### src/rtl/accel_bcd_sched.sv
// accel_bcd_sched: once per frame, converts the X/Y/Z accelerometer values to
// hundreds/tens/ones BCD digits. One shared shift-add-3 engine handles the
// three channels in turn. All nine digits and the overflow flags are
// committed to the outputs on a single edge.
module accel_bcd_sched #(
    parameter int unsigned DW        = 16,
    parameter logic        VS_ACTIVE = 1'b0
) (
    input  logic          clk,
    input  logic          rst_n,
    input  logic          vga_vs,
    input  logic [DW-1:0] data_x,
    input  logic [DW-1:0] data_y,
    input  logic [DW-1:0] data_z,
    output logic [3:0]    x_hund,
    output logic [3:0]    x_tens,
    output logic [3:0]    x_ones,
    output logic [3:0]    y_hund,
    output logic [3:0]    y_tens,
    output logic [3:0]    y_ones,
    output logic [3:0]    z_hund,
    output logic [3:0]    z_tens,
    output logic [3:0]    z_ones,
    output logic [2:0]    ovf,
    output logic          busy,
    output logic          done
);

    typedef enum logic [2:0] {
        S_IDLE,
        S_LOAD,
        S_SHIFT,
        S_STORE,
        S_COMMIT
    } state_t;

    state_t        state_q, state_d;
    logic          vs_q;
    logic          start;
    logic [DW-1:0] snap_x_q, snap_y_q, snap_z_q;
    logic [1:0]    ch_q;
    logic [3:0]    cnt_q;
    logic [9:0]    bin_q;
    logic [11:0]   bcd_q;
    logic [11:0]   stg_x_q, stg_y_q, stg_z_q;
    logic [2:0]    stg_ovf_q;
    logic [11:0]   out_x_q, out_y_q, out_z_q;
    logic [2:0]    ovf_q;
    logic          done_q;
    logic [DW-1:0] cur_snap;
    logic          cur_ovf;
    logic [9:0]    cur_clamped;
    logic [11:0]   bcd_adj;

    // A conversion starts on the first cycle of the active sync level.
    assign start = (vga_vs == VS_ACTIVE) && (vs_q != VS_ACTIVE);

    // Register the previous sync level for edge detection.
    always_ff @(posedge clk or negedge rst_n) begin
        if (!rst_n) vs_q <= ~VS_ACTIVE;
        else        vs_q <= vga_vs;
    end

    // FSM state register.
    always_ff @(posedge clk or negedge rst_n) begin
        if (!rst_n) state_q <= S_IDLE;
        else        state_q <= state_d;
    end

    // FSM next state: three channels of LOAD/SHIFTx10/STORE, then COMMIT.
    always_comb begin
        state_d = state_q;
        case (state_q)
            S_IDLE:   if (start) state_d = S_LOAD;
            S_LOAD:   state_d = S_SHIFT;
            S_SHIFT:  if (cnt_q == 4'd9) state_d = S_STORE;
            S_STORE:  state_d = (ch_q == 2'd2) ? S_COMMIT : S_LOAD;
            S_COMMIT: state_d = S_IDLE;
            default:  state_d = S_IDLE;
        endcase
    end

    // Select the snapshot of the current channel and clamp it to 999.
    always_comb begin
        case (ch_q)
            2'd0:    cur_snap = snap_x_q;
            2'd1:    cur_snap = snap_y_q;
            default: cur_snap = snap_z_q;
        endcase
        cur_ovf     = (cur_snap >= DW'(1000));
        cur_clamped = cur_ovf ? 10'd999 : cur_snap[9:0];
    end

    // Double-dabble correction: add 3 to every BCD nibble of 5 or more.
    always_comb begin
        bcd_adj = bcd_q;
        for (int i = 0; i < 3; i++) begin
            if (bcd_q[i*4 +: 4] >= 4'd5) bcd_adj[i*4 +: 4] = bcd_q[i*4 +: 4] + 4'd3;
        end
    end

    // Datapath: snapshot, per-channel conversion, staging and commit.
    always_ff @(posedge clk or negedge rst_n) begin
        if (!rst_n) begin
            snap_x_q  <= '0;
            snap_y_q  <= '0;
            snap_z_q  <= '0;
            ch_q      <= 2'd0;
            cnt_q     <= 4'd0;
            bin_q     <= 10'd0;
            bcd_q     <= 12'd0;
            stg_x_q   <= 12'd0;
            stg_y_q   <= 12'd0;
            stg_z_q   <= 12'd0;
            stg_ovf_q <= 3'b000;
            out_x_q   <= 12'd0;
            out_y_q   <= 12'd0;
            out_z_q   <= 12'd0;
            ovf_q     <= 3'b000;
        end else begin
            case (state_q)
                S_IDLE: begin
                    if (start) begin
                        snap_x_q <= data_x;
                        snap_y_q <= data_y;
                        snap_z_q <= data_z;
                        ch_q     <= 2'd0;
                    end
                end
                S_LOAD: begin
                    bin_q <= cur_clamped;
                    bcd_q <= 12'd0;
                    cnt_q <= 4'd0;
                    case (ch_q)
                        2'd0:    stg_ovf_q[0] <= cur_ovf;
                        2'd1:    stg_ovf_q[1] <= cur_ovf;
                        default: stg_ovf_q[2] <= cur_ovf;
                    endcase
                end
                S_SHIFT: begin
                    {bcd_q, bin_q} <= {bcd_adj, bin_q} << 1;
                    cnt_q          <= cnt_q + 4'd1;
                end
                S_STORE: begin
                    case (ch_q)
                        2'd0:    stg_x_q <= bcd_q;
                        2'd1:    stg_y_q <= bcd_q;
                        default: stg_z_q <= bcd_q;
                    endcase
                    if (ch_q != 2'd2) ch_q <= ch_q + 2'd1;
                end
                S_COMMIT: begin
                    out_x_q <= stg_x_q;
                    out_y_q <= stg_y_q;
                    out_z_q <= stg_z_q;
                    ovf_q   <= stg_ovf_q;
                end
                default: ;
            endcase
        end
    end

    // done marks the single cycle in which freshly committed digits appear.
    always_ff @(posedge clk or negedge rst_n) begin
        if (!rst_n) done_q <= 1'b0;
        else        done_q <= (state_q == S_COMMIT);
    end

    // busy also spans the done cycle, so it drops one edge after the commit.
    assign busy = (state_q != S_IDLE) || done_q;
    assign done = done_q;
    assign ovf  = ovf_q;

    assign {x_hund, x_tens, x_ones} = out_x_q;
    assign {y_hund, y_tens, y_ones} = out_y_q;
    assign {z_hund, z_tens, z_ones} = out_z_q;

endmodule

### config.mk
export PLATFORM = sky130hd
export DESIGN_NAME = accel_bcd_sched
export DESIGN_NICKNAME = d
export VERILOG_FILES = /design/src/rtl/accel_bcd_sched.sv
export SDC_FILE = /design/constraint.sdc
export NUM_CORES = 1
export LEC_CHECK = 0
export ABC_AREA = 1
export CAP_MARGIN = 20
export CORE_ASPECT_RATIO = 2
export CORE_MARGIN = 2
export CORE_UTILIZATION = 30
export DETAILED_ROUTE_END_ITERATION = 8
export DONT_BUFFER_PORTS = 1
export PLACE_DENSITY = 0.56
export SKIP_LAST_GASP = 1
export SLEW_MARGIN = 20
export SYNTH_ARGS = -nofsm -noshare
export SYNTH_HDL_FRONTEND = slang
export SYNTH_SLANG_ARGS = --single-unit
export TNS_END_PERCENT = 20
### constraint.sdc
create_clock -name clk -period 1.8 [get_ports clk]
set_clock_uncertainty 0.05 [all_clocks]
set_input_delay 0.18 -clock clk [delete_from_list [all_inputs] [get_ports clk]]
set_output_delay 0.18 -clock clk [all_outputs]
set_load 0.005 [all_outputs]
==> key figures <==
Die
  • Core area: 22,100 µm²
  • Die Area: 23,700 µm²
  • Starting Density: approximately 30%
  • Die Ht: 216 µm
  • Num rows: 77
  • I/O pin total: 92
  • Die span in x: 110 µm

Clock tree
  • CTS Sinks: about 160
  • CTS tree: built
  • Root Buffer: clkbuf_16
  • Clk pin slew, worst setup/hold paths: around 0.060 ns
  • H-tree depth: 4
  • Max Buffers Root-to-Sink: 2
  • Hold buffer count at cts: 49
  • CTS Buf Count: 17
  • Worst skew pair latency: 0.45 ns

Timing
  • Tightest Pin Transition: 0.423 ns
  • Final setup viols: 0
  • Final period util: between 90% and 100%
  • Fin. Hold Viols: 159
  • Slew Limit Fails: 0
  • Setup_tns: 0 ns
  • Tmin final: 1.75 ns
  • Rel. slew slack: 71.8%
  • Fin Hold WS: -0.623 ns
  • Fmax achieved: 572 MHz
  • RSZ-0062 raised after global routing: yes

Synthesis
  • Syn Inst Count: 691
  • Post-synthesis async set-or-reset flop share: between 90% and 100%
  • Syn Std Cell Area: 6720 µm²
  • Synthesis-stage register bit count: 159
  • Mean Syn Cell Area: 9.73 µm²
  • Post-synth net total: 753
  • Number of flops mapped to enable cells by yosys: 0
  • Sequential area share after synthesis: 59.2%
  • Netlist cell types: 33
  • Yosys warnings: 0
  • Synth Flop Type: dfrtp_1

Setup path
  • Reg2reg start: ch_q[0]
  • Worst Setup SP: ch_q[0]
  • Critical path startpoint category: flip-flop
  • Worst Setup End Kind: flip-flop
  • Worst Setup EP: stg_ovf_q[2]
  • CP Max Fanout: 6
  • Reg2Reg Setup Slack: 0.05 ns
  • Required @ worst endpoint: 2.08 ns
  • WP data arrival: roughly 2.0 ns
  • Critical path class: reg -> reg
  • Worst R2R End: stg_ovf_q[2]
  • Reg2reg path depth: 11

Final layout
  • Utilization after layout: 38.2%
  • N_diodes: 0
  • Layout filler cell count: 2,233
  • Area Growth Syn to Fin: 25.6%
  • Layout cells sized above 1: 18.3%
  • Fin nets: slightly above 800
  • Final Cell Area: ~8400 µm²
  • Multi-input logic area: 2550 µm²
  • Reg area: 3980 µm²

Placed design
  • GPL Wtd Cong: 0.814
  • # port buffers: 0
  • HPWL Detailed: 10.8 mm
  • Placed cell area: 7140 µm²

Pwr
  • Peak supply drop: 1060 µV
  • Tot Pwr: 14,200 µW
  • PD cells: 1690 nW/µm²
  • Leak pwr: 0.00405 µW

Route
  • WL/cell: 15.2 µm
  • Vias per cell: 4.61
  • Via count: 4,848
  • Final WL: around 16 mm
  • DRC Markers: 0
  • Initial DRC count: 173
  • TritonRoute pass-1 iters: 4
  • Antenna Nets Post-Route: 0

Job
  • Max Cap Viol: 0

Global routing
  • Largest net degree at the start of global routing: 160
  • All-Layer GR Usage: roughly 15%
  • Vias in the first global route: 5,082
  • Met1 usage in global routing: between 10% and 20%
  • Antenna violations before repair: 0
  • First-pass GRT wire length: roughly 26 mm
  • Met2 usage: 26.7%
  • Gr busiest metal: met2
  • GR Util met3: 2.45%
  • Global route total overflow: 0

Run status
  • Status: finished with violations
  • Violated checks: negative hold slack

Worst hold path
  • Tightest Hold Check Type: in -> async
worst min-delay path by stage:
stage | end | slack, ns | from | cells after the start
after floorplan | bcd_q[0] | -0.17 | rst_n | 0
after global placement | snap_y_q[4] | -0.16 | rst_n | 0
after detailed placement | snap_y_q[4] | -0.16 | rst_n | 0
after CTS | bcd_q[10] | -0.65 | rst_n | 0
after global routing | cnt_q[3] | -0.64 | rst_n | 0
final | snap_y_q[4] | -0.62 | rst_n | 0
critical path, cell delays in order, from the launching register on:
cell,delay [ns]
dfrtp_1,0.40
inv_2,0.07
ha_4,0.19
buf_8,0.15
nand2_4,0.07
nand2_4,0.05
a21oi_4,0.12
nand3_4,0.14
nor2_8,0.18
nand2_4,0.09
nand2_2,0.07
o21ai_2,0.05
layer usage:
| layer | vias to the layer above | wire length (µm) |
|---|---|---|
| met4 | 0 | 564 |
| met2 | 88 | 9030 |
| met5 | - | 0 |
| met1 | 2365 | 6010 |
| met3 | 30 | 390 |
| li1 | 2365 | - |
Yosys cell counts, types with 2 or more instances:
cell type / instances / area (µm²)
mux2_2: 42 / 473
buf_2: 14 / 70.1
nand2_1: 230 / 863
nor3_2: 2 / 20.0
nand3_1: 20 / 100
dfrtp_1: 158 / 3950
inv_1: 46 / 173
o211ai_1: 4 / 30.0
o22ai_1: 3 / 18.8
o21ai_2: 3 / 26.3
buf_6: 3 / 33.8
nand2_2: 3 / 18.8
nand3_2: 2 / 20.0
ha_1: 11 / 138
nor2_1: 25 / 93.8
nor3_1: 2 / 10.0
clkbuf_1: 10 / 37.5
a21oi_2: 2 / 17.5
o21bai_1: 2 / 15.0
inv_2: 3 / 11.3
o21ai_0: 74 / 370
a21oi_1: 21 / 105
flip-flops by register name (all words and copies together), names as in the netlist:
| name | cells |
|---|---|
| snap_z_q | 16 |
| out_y_q | 12 |
| stg_x_q | 12 |
| vs_q | 1 |
| bcd_q | 12 |
| state_q | 3 |
| ch_q | 2 |
| stg_y_q | 12 |
| done | 1 |
| bin_q | 10 |
| snap_y_q | 16 |
| out_x_q | 12 |
| stg_z_q | 12 |
| ovf | 3 |
| snap_x_q | 16 |
| cnt_q | 4 |
| stg_ovf_q | 3 |
| out_z_q | 12 |
layout make-up:
cell class | count | share of cell area, %
clock buffer | 18 | 5.09
clock inverter | 14 | 1.81
inverter | 49 | 2.18
multi-input combinational | 457 | 30.2
sequential | 159 | 47.2
tap | 276 | 4.09
timing repair buffer | 79 | 9.43
power by group:
part / total [µW] / leakage (µW) / switching, µW / internal [µW]
logic: 4970 / 0.00171 / 2770 / 2200
registers: 5620 / 0.00205 / 795 / 4830
clock network: 3650 / 0.000286 / 1590 / 2060
timing repair:
action,4_1_cts,5_1_grt
hold endpoints to repair,209,159
setup endpoints to repair,14,13
pin swaps,2,14
buffers inserted,1,5
cloned,1,1
gates resized for setup,3,34
cell usage in the layout (no fill, tap or decap), types with 17 or more instances in the layout:
master / instances
dfrtp_1: 158
nor2_1: 23
clkbuf_16: 17
nand3_1: 20
o21ai_0: 74
mux2_2: 42
inv_1: 44
a21oi_1: 20
nand2_1: 221
dlygate4sd3_1: 49
buf_4: 20
logic make-up after synthesis:
| group | synth area share, % |
|---|---|
| multiplexers | 7.04 |
| AO/OA/AOI/OAI | 9.12 |
| buffers and inverters | 4.95 |
| adder cells (fa/ha/maj) | 2.05 |
| XOR/XNOR | 0.130 |
| flip-flops | 59.2 |
| AND/OR/NAND/NOR | 17.5 |
metrics by stage:
stage	worst slack, ns	instances
CTS	-0.00450	1046
detailed placement	-0.0493	963
finish	0.0515	1052
global route	-0.0565	1052
global placement	0.0226	963
floorplan	0.109	691
No activity file was read; power rests on OpenSTA's default activity.
